**config.mk**
```make
export PLATFORM = sky130hd
export DESIGN_NAME = alu_operand_loader_flat
export DESIGN_NICKNAME = d
export VERILOG_FILES = /design/src/rtl/alu_operand_loader_if.sv /design/src/rtl/alu_operand_loader.sv /design/src/flat_wrapper.sv
export SDC_FILE = /design/constraint.sdc
export NUM_CORES = 1
export LEC_CHECK = 0
export CORE_UTILIZATION = 37
export DETAILED_ROUTE_END_ITERATION = 16
export PLACE_DENSITY = 0.55
export SETUP_SLACK_MARGIN = 0.05
export SLEW_MARGIN = 10
export SYNTH_ARGS = -nofsm -noshare
export SYNTH_HDL_FRONTEND = slang
export SYNTH_SLANG_ARGS = --single-unit
export TNS_END_PERCENT = 5
```
**constraint.sdc**
```tcl
create_clock -name i_clk -period 1.95 [get_ports i_clk]
set_input_delay 0.195 -clock i_clk [delete_from_list [all_inputs] [get_ports i_clk]]
set_output_delay 0.195 -clock i_clk [all_outputs]
set_load 0.01 [all_outputs]
```
**src/rtl/alu_operand_loader_if.sv**
```systemverilog
// alu_operand_loader_if: switch/button inputs and ALU operation handshake
interface alu_operand_loader_if #(
  parameter int NB_DATA = 8,
  parameter int NB_OP   = 6
);
  logic [NB_DATA-1:0] i_sw;
  logic               i_btn_load;
  logic               i_btn_clear;
  logic               i_ready;
  logic [NB_DATA-1:0] o_data_a;
  logic [NB_DATA-1:0] o_data_b;
  logic [NB_OP-1:0]   o_op;
  logic               o_valid;
  logic [1:0]         o_state;
  modport master (
    input  i_sw, i_btn_load, i_btn_clear, i_ready,
    output o_data_a, o_data_b, o_op, o_valid, o_state
  );
  modport slave (
    output i_sw, i_btn_load, i_btn_clear, i_ready,
    input  o_data_a, o_data_b, o_op, o_valid, o_state
  );
endinterface

```
**src/rtl/alu_operand_loader.sv**
```systemverilog
// alu_operand_loader: debounced LOAD/CLEAR sequencer presenting A, B and opcode to the ALU
module alu_operand_loader #(
  parameter int NB_DATA         = 8,
  parameter int NB_OP           = 6,
  parameter int DEBOUNCE_CYCLES = 1000000,
  parameter int NB_DBC          = 20
) (
  input logic                 i_clk,
  input logic                 i_reset,
  alu_operand_loader_if.master bus
);
  typedef enum logic [1:0] {LOAD_A = 2'b00, LOAD_B = 2'b01, LOAD_OP = 2'b10, ISSUE = 2'b11} state_t;
  localparam logic [NB_DBC-1:0] CNT_MAX = NB_DBC'(DEBOUNCE_CYCLES - 1);
  logic [1:0]        raw;
  logic [1:0]        sync1_q, sync1_d, sync2_q, sync2_d;
  logic [1:0]        stable_q, stable_d, press_q, press_d, flip;
  logic [NB_DBC-1:0] cnt_q [2];
  logic [NB_DBC-1:0] cnt_d [2];
  state_t            state_q, state_d;
  logic [NB_DATA-1:0] data_a_q, data_a_d, data_b_q, data_b_d;
  logic [NB_OP-1:0]   op_q, op_d;
  logic               valid_q, valid_d;
  logic               ld, clr;
  // bit 0 is LOAD, bit 1 is CLEAR; both share the same sync/debounce path
  assign raw = {bus.i_btn_clear, bus.i_btn_load};
  assign ld  = press_q[0];
  assign clr = press_q[1];
  // synchronise, debounce and edge-detect each button; the press pulse is registered
  always_comb begin
    sync1_d = raw;
    sync2_d = sync1_q;
    for (int i = 0; i < 2; i++) begin
      flip[i]     = (sync2_q[i] != stable_q[i]) && (cnt_q[i] == CNT_MAX);
      stable_d[i] = flip[i] ? sync2_q[i] : stable_q[i];
      press_d[i]  = flip[i] & sync2_q[i];
      cnt_d[i]    = (sync2_q[i] == stable_q[i] || flip[i]) ? '0 : cnt_q[i] + NB_DBC'(1);
    end
  end
  // input path registers
  always_ff @(posedge i_clk) begin
    if (i_reset) begin
      sync1_q  <= '0;
      sync2_q  <= '0;
      stable_q <= '0;
      press_q  <= '0;
      cnt_q[0] <= '0;
      cnt_q[1] <= '0;
    end else begin
      sync1_q  <= sync1_d;
      sync2_q  <= sync2_d;
      stable_q <= stable_d;
      press_q  <= press_d;
      cnt_q    <= cnt_d;
    end
  end
  // sequencer state register
  always_ff @(posedge i_clk) begin
    if (i_reset) state_q <= LOAD_A;
    else state_q <= state_d;
  end
  // next state: CLEAR overrides everything; LOAD presses in ISSUE are ignored
  always_comb begin
    state_d = state_q;
    if (clr) state_d = LOAD_A;
    else if (state_q == ISSUE) state_d = (valid_q && bus.i_ready) ? LOAD_A : ISSUE;
    else if (ld) state_d = state_t'(state_q + 2'd1);
  end
  // operand/opcode capture and valid generation
  always_comb begin
    data_a_d = clr ? '0 : (ld && state_q == LOAD_A) ? bus.i_sw : data_a_q;
    data_b_d = clr ? '0 : (ld && state_q == LOAD_B) ? bus.i_sw : data_b_q;
    op_d     = clr ? '0 : (ld && state_q == LOAD_OP) ? bus.i_sw[NB_DATA-1 -: NB_OP] : op_q;
    valid_d  = clr ? 1'b0 : (ld && state_q == LOAD_OP) ? 1'b1 : (valid_q && bus.i_ready) ? 1'b0 : valid_q;
  end
  // output registers
  always_ff @(posedge i_clk) begin
    if (i_reset) begin
      data_a_q <= '0;
      data_b_q <= '0;
      op_q     <= '0;
      valid_q  <= 1'b0;
    end else begin
      data_a_q <= data_a_d;
      data_b_q <= data_b_d;
      op_q     <= op_d;
      valid_q  <= valid_d;
    end
  end
  assign bus.o_data_a = data_a_q;
  assign bus.o_data_b = data_b_q;
  assign bus.o_op     = op_q;
  assign bus.o_valid  = valid_q;
  assign bus.o_state  = state_q;
endmodule

```
**src/flat_wrapper.sv**
```systemverilog
// flat-port wrapper written by rule: the top's interface ports become plain ports
module alu_operand_loader_flat 
#(
  parameter int NB_DATA         = 8,
  parameter int NB_OP           = 6,
  parameter int DEBOUNCE_CYCLES = 1000000,
  parameter int NB_DBC          = 20
)
  (i_clk, i_reset, bus_i_sw, bus_i_btn_load, bus_i_btn_clear, bus_i_ready, bus_o_data_a, bus_o_data_b, bus_o_op, bus_o_valid, bus_o_state);
  alu_operand_loader_if #(.NB_DATA(NB_DATA), .NB_OP(NB_OP)) bus_i ();
  input logic i_clk;
  input logic i_reset;
  input wire logic [$bits(bus_i.i_sw)-1:0] bus_i_sw;
  input wire logic [$bits(bus_i.i_btn_load)-1:0] bus_i_btn_load;
  input wire logic [$bits(bus_i.i_btn_clear)-1:0] bus_i_btn_clear;
  input wire logic [$bits(bus_i.i_ready)-1:0] bus_i_ready;
  output wire logic [$bits(bus_i.o_data_a)-1:0] bus_o_data_a;
  output wire logic [$bits(bus_i.o_data_b)-1:0] bus_o_data_b;
  output wire logic [$bits(bus_i.o_op)-1:0] bus_o_op;
  output wire logic [$bits(bus_i.o_valid)-1:0] bus_o_valid;
  output wire logic [$bits(bus_i.o_state)-1:0] bus_o_state;
  assign bus_i.i_sw = bus_i_sw;
  assign bus_i.i_btn_load = bus_i_btn_load;
  assign bus_i.i_btn_clear = bus_i_btn_clear;
  assign bus_i.i_ready = bus_i_ready;
  assign bus_o_data_a = bus_i.o_data_a;
  assign bus_o_data_b = bus_i.o_data_b;
  assign bus_o_op = bus_i.o_op;
  assign bus_o_valid = bus_i.o_valid;
  assign bus_o_state = bus_i.o_state;
  alu_operand_loader #(.NB_DATA(NB_DATA), .NB_OP(NB_OP), .DEBOUNCE_CYCLES(DEBOUNCE_CYCLES), .NB_DBC(NB_DBC)) u_core (.i_clk(i_clk), .i_reset(i_reset), .bus(bus_i));
endmodule
```
==> flow_summary.toml, run 1 <==
[detailed_routing]
dr.pass1.iters = 4
vias_per_cell = 5.03
drc = 0
routed_wl_um = 6320
routedWlPerCell_um = 12.2
antenna_left = 0
drt_iter0_markers = 70
vias = 2608

[min_path]
hp-class = "in -> reg"

[timing]
hold_viol_final = 0
timing.hold.ws_ns = 0.406
finalSetupViolCount = 0
fmax_mhz = 524
max_slew.worst_pin.slew_ns = 0.630
post-route-period-util = 0.979
setup_tns_ns = 0
min_period_ns = 1.91
maxSlewViolCount = 0
rsz0062_at_grt = "true"
finalClockSkew_ns = 0.00890
maxSlewHeadroom = 0.579

[grt]
grt_max_degree = 21
grt_pass1_wl_um = 10900
grt_pass1_vias = 2432
grtUsageTotal = 0.161
grt_antenna_before_repair = 0
grt_remaining_overflow = 0

[floorplanning]
start_util = 0.390
dieHeight_um = 92.9
core-area_sq_um = 7850
row_count = 32
die_area_sq_um = 8630
io-pin-count = 38
die_w_um = 92.9

[cells_and_area]
finalInstanceArea_sq_um = 3910
layout_commonest_cell = "dfxtp_1"
n_antenna_cell = 0
fillers = 787
fin_nets = 432
multi_input_area_sq_um = 1500
final_core_util = 0.499
final_cell_mix = "dfxtp_1, nand2_1, a21oi_1, clkdlybuf4s50_1, nand3_1"
syn_to_final_growth_pct = 28.0
drive_above_1_share = 0.125
regArea_sq_um = 1460

[power_and_ir_drop]
p_total_mw = 2.82
p_leak_nw = 1.23
power_density_nw_per_um2 = 721
vdd_drop_max_mv = 0.319

[logic_synthesis]
synth_warnings = 0
synthAdderAreaFrac = 0.0245
yosys.area_share.simple = 0.274
ys_top_cells_by_area = "dfxtp_1, a21oi_1, nand3_1"
synth_mux_area_frac = 0
ys_seq_area_frac = 0.478
yosys_register_bits = 73
synth_cells = 359
netlist_area_sq_um = 3060
synth_top_cell_by_area = "dfxtp_1"
synth_top_family_by_area = "simple AND/OR/NAND/NOR gates"
synth.distinct_cells = 35
syn_area_per_cell_sq_um = 8.52
syn_nets = 378
synthXorXnorAreaFrac = 0.0745
synth_top_area_frac = 0.478
synth-compound-area-share = 0.109

[place]
io_buffers = 37
hpwl_um = 4540
dpl-instance-area_sq_um = 3670
gp_congestion = 0.797

[clock_network]
cts.sinks = 73
root_buffer = "clkbuf_8"
numCtsBuffers = 9
hold_buffers = 0
clock_path_buffers = 2
cts_max_level = 3
cts_tree = "built"
worst_setup_hold_path_clk_slew_ns = 0.07
post_cts_buffers = 0
clkLatencyLatePin_ns = 0.34

[worst_setup_path]
critPathMaxFanout = 4
worstSetupPathType = "reg -> reg"
arrival_ns = 2.18
cp.required_ns = 2.22
critPathCaptureType = "register"
start_kind = "register"

[flow_run]
maxCapViolCount = 0

[outcome]
status = "complete, no violations"
## per-stage QoR
step                      setup WS (ns)  cells
final                            0.0419    519
after global routing            -0.0220    519
after CTS                        0.0316    519
after detailed placement         0.0283    504
after global placement           0.0499    504
after floorplan                  0.0619    359
## path summary, 6_finish.rpt
check | startpoint | to | slack [ns] | cells after the start
worst min register to register | u_core.cnt_q[0] | u_core.cnt_q[0] | 0.43 | 1
worst min-delay path | bus_i_btn_clear | u_core.sync1_q[1] | 0.41 | 2
worst max register to register | u_core.cnt_q[11] | u_core.stable_q[1] | 0.04 | 4
worst max-delay path | u_core.cnt_q[11] | u_core.stable_q[1] | 0.04 | 4
## routing by layer
layer / GRT usage / part of all wire / up-vias
met4: 0.0692 / 0.016 / 0
met1: 0.211 / 0.50 / 1189
met2: 0.249 / 0.43 / 54
li1: - / - / 1357
met5: 0 / 0 / -
met3: 0.0394 / 0.055 / 8
## where the power goes
part | total, mW | switching [mW] | leakage (nW) | internal, mW
clock | 1.25 | 0.546 | 0.109 | 0.709
sequential | 1.50 | 0.00253 | 0.589 | 1.49
combinational | 0.0693 | 0.0328 | 0.532 | 0.0364
total | 2.82 | 0.582 | 1.23 | 2.24
## final cells by class
class,instances,area share
multi-input combinational,255,0.383
clock inverter,6,0.0214
timing repair buffer,60,0.144
tap,102,0.0326
inverter,14,0.0134
clock buffer,9,0.0316
sequential,73,0.374
## repair_timing
item / 4_1_cts / 5_1_grt
resized for setup: 1 / 8
pin swaps: 0 / 1
endpoints found under the setup margin: 17 / 22
## flip-flops by register name (all words and copies together), names as in the netlist
register             cells
u_core.sync2_q           2
u_core.bus.o_valid       1
u_core.sync1_q           2
u_core.bus.o_data_b      8
u_core.press_q           2
u_core.stable_q          2
u_core.cnt_q            40
u_core.bus.o_state       2
u_core.bus.o_op          6
u_core.bus.o_data_a      8
## synth_stat cells
cell type	number
or4_1	11
buf_2	5
or2_2	1
clkbuf_1	12
a31o_2	2
nand3_2	1
and2_1	2
or2_0	1
a21oi_2	1
and3_1	1
nor4b_1	2
o21a_1	2
xor2_1	8
and4_1	1
or4_4	2
or4b_1	1
nand4_1	7
nand3_1	34
a21oi_1	37
dfxtp_1	73
xnor2_1	18
nand2_1	41
ha_1	6
or3_1	9
nor2_1	31
nor2b_1	4
nor4_1	7
o31ai_1	8
o21ai_0	7
o21ai_1	1
nor3_1	4
a31oi_1	1
inv_1	14
nand2b_1	3
and3_2	1
## cell families after synthesis
logic type,after synthesis
compound gates,59
xor+xnor,26
fa+ha+maj,6
buf+inv,31
flops,73
simple gates,164
## worst max-delay path, cell delays in order, from the launching register on
cell	delay, ns
dfxtp_1	0.31
or4_1	0.51
or4_4	0.56
or3_1	0.33
a21oi_1	0.14
Power figures use the tool's default switching activity.
==> run 2, diff against run 1 <==
Settings changed: PLACE_DENSITY 0.55 to unset.
==> run 2 against run 1 <==
Net effect: combinational power is essentially flat; utilization is 0.65 points lower; clock-buffer cell count stayed put; routed wire length is 1.7% higher; design area decreased by 1.3%; first-iteration DRC count grew 46%; worst hold slack better by 0.022 ns; maximum frequency decreased by 0.48%; critical endpoint is now u_core.cnt_q[2]; highest routed layer unchanged.
==> flow_summary.toml, run 2 (synthesis results as in run 1) <==
[timing]
post-route-period-util = 0.983
finalClockSkew_ns = 0.00944
min_period_ns = 1.92
maxSlewHeadroom = 0.697
setup_tns_ns = 0
hold_viol_final = 0
max_slew.worst_pin.slew_ns = 0.454
fmax_mhz = 522
maxSlewViolCount = 0
rsz0062_at_grt = "true"
finalSetupViolCount = 0

[power_and_ir_drop]
clock_power_share = 0.390
p_leak_nw = 1.20
p_sw_frac = 0.229
combPwrFrac = 0.027
internal-power_mw = 1.98
vdd_drop_max_mv = 0.343
power_density_nw_per_um2 = 664
netSwitchingPower_mw = 0.588
p_seq_frac = 0.583

[detailed_routing]
routed_wl_um = 6420
dr.pass1.iters = 4
antenna_left = 0
routedWlPerCell_um = 12.4
drc = 0
drt_iter0_markers = 102
vias = 2616
vias_per_cell = 5.04

[worst_setup_path]
critPathMaxFanout = 9
start_kind = "register"
critPathCaptureType = "register"
r2r_start = "u_core.cnt_q[11]"
reg2reg_slack_ns = 0.03
arrival_ns = 2.15
r2r-end = "u_core.cnt_q[2]"
reg2reg_depth = 5
cp.required_ns = 2.18
worstSetupPathType = "reg -> reg"

[floorplanning]
row_count = 32
start_util = 0.390
core-area_sq_um = 7850
die_area_sq_um = 8630
io-pin-count = 38
die_w_um = 92.9
dieHeight_um = 92.9

[grt]
met2_usage = 0.256
grt_pass1_wl_um = 11000
busiest_layer = "met2"
grt_antenna_before_repair = 0
grt_use_met3 = 0.0345
grt_max_degree = 21
grt_util_met1 = 0.206
grt_pass1_vias = 2446
grt_remaining_overflow = 0
grtUsageTotal = 0.160

[cells_and_area]
syn_to_final_growth_pct = 26.3
drive_above_1_share = 0.129
top_register = "u_core.cnt_q"
largest_register_ffs = 40
layout_commonest_cell = "dfxtp_1"
final_cell_mix = "dfxtp_1, nand2_1, a21oi_1, clkdlybuf4s50_1, nand3_1"
fillers = 775
n_antenna_cell = 0
finalNonFillerCells = 519
fin_nets = 432

[min_path]
whs_endpoint = "u_core.cnt_q[0]"
min_path_cells = 1
min-delay-start = "u_core.cnt_q[0]"
hp-class = "reg -> reg"

[outcome]
status = "complete, no violations"

[place]
io_buffers = 37
hpwl_um = 4610
placedCellCount = 503
gp_congestion = 0.779

[clock_network]
numCtsBuffers = 9
clkLatencyLatePin_ns = 0.34
cts.sinks = 73
root_buffer = "clkbuf_8"
hold_buffers = 0
cts_max_level = 3
clock_path_buffers = 2
worst_setup_hold_path_clk_slew_ns = 0.07
cts_tree = "built"

[flow_run]
maxCapViolCount = 0
run 2: how the worst max path moves through the flow:
stage,start,end,slack (ns),cells past startpoint
after floorplan,u_core.cnt_q[20],u_core.cnt_q[38],0.06,6
after global placement,u_core.cnt_q[0],u_core.cnt_q[18],0.05,5
after detailed placement,u_core.cnt_q[0],u_core.cnt_q[18],0.02,5
after CTS,u_core.cnt_q[11],u_core.cnt_q[7],0.03,5
after global routing,u_core.cnt_q[12],u_core.cnt_q[8],-0.04,5
final,u_core.cnt_q[11],u_core.cnt_q[2],0.03,5
run 2: what timing repair did:
| action | 4_1_cts | 5_1_grt |
|---|---|---|
| endpoints found under the setup margin | 18 | 22 |
| hold endpoints to repair | 0 | 0 |
| buffers inserted | 0 | 0 |
| resized for setup | 4 | 7 |
| pin swaps | 0 | 1 |
| cloned | 1 | 0 |
run 2: worst max-delay path: stages, from the launching register on:
cell and delay (ns):
dfxtp_1 0.31, or4_1 0.51, or4_4 0.56, o21ai_4 0.19
buf_4 0.19, nor2_1 0.05
run 2: metrics by stage:
step | util | worst slack (ns) | power [mW] | area (sq um) | hold WS, ns
final | 0.492 | 0.0326 | 2.57 | 3860 | 0.428
after global routing | 0.492 | -0.0369 | 2.67 | 3860 | 0.449
after CTS | 0.489 | 0.0293 | 2.61 | 3840 | 0.441
after detailed placement | 0.467 | 0.0196 | 1.60 | 3660 | 0.425
after global placement | 0.467 | 0.0478 | 1.60 | 3660 | 0.419
after floorplan | - | 0.0619 | 1.56 | 3060 | 0.323
run 2: metal layers:
metal  up-vias  routed length [um]
li1       1356                   -
met1      1195                3170
met2        55                2850
met3        10                 286
met4         0                 117
met5         -                   0
run 2: power groups by stage:
stage	sequential (mW)	clock, mW	combinational (mW)
5_1_grt	1.50	1.10	0.0753
3_5_place_dp	1.53	0	0.0675
2_1_floorplan	1.53	0	0.0247
3_3_place_gp	1.53	0	0.0674
6_report	1.50	1.00	0.0691
4_1_cts	1.50	1.04	0.0691
run 2: final cells by class:
cell class,instances,area (sq um),share of cell area
Clock inverter,6,36.3,0.00939
Sequential cell,73,1460,0.379
Inverter,14,52.6,0.0136
Timing Repair Buffer,60,556,0.144
Multi-Input combinational cell,255,1500,0.389
Clock buffer,9,124,0.0321
Tap cell,102,128,0.0330
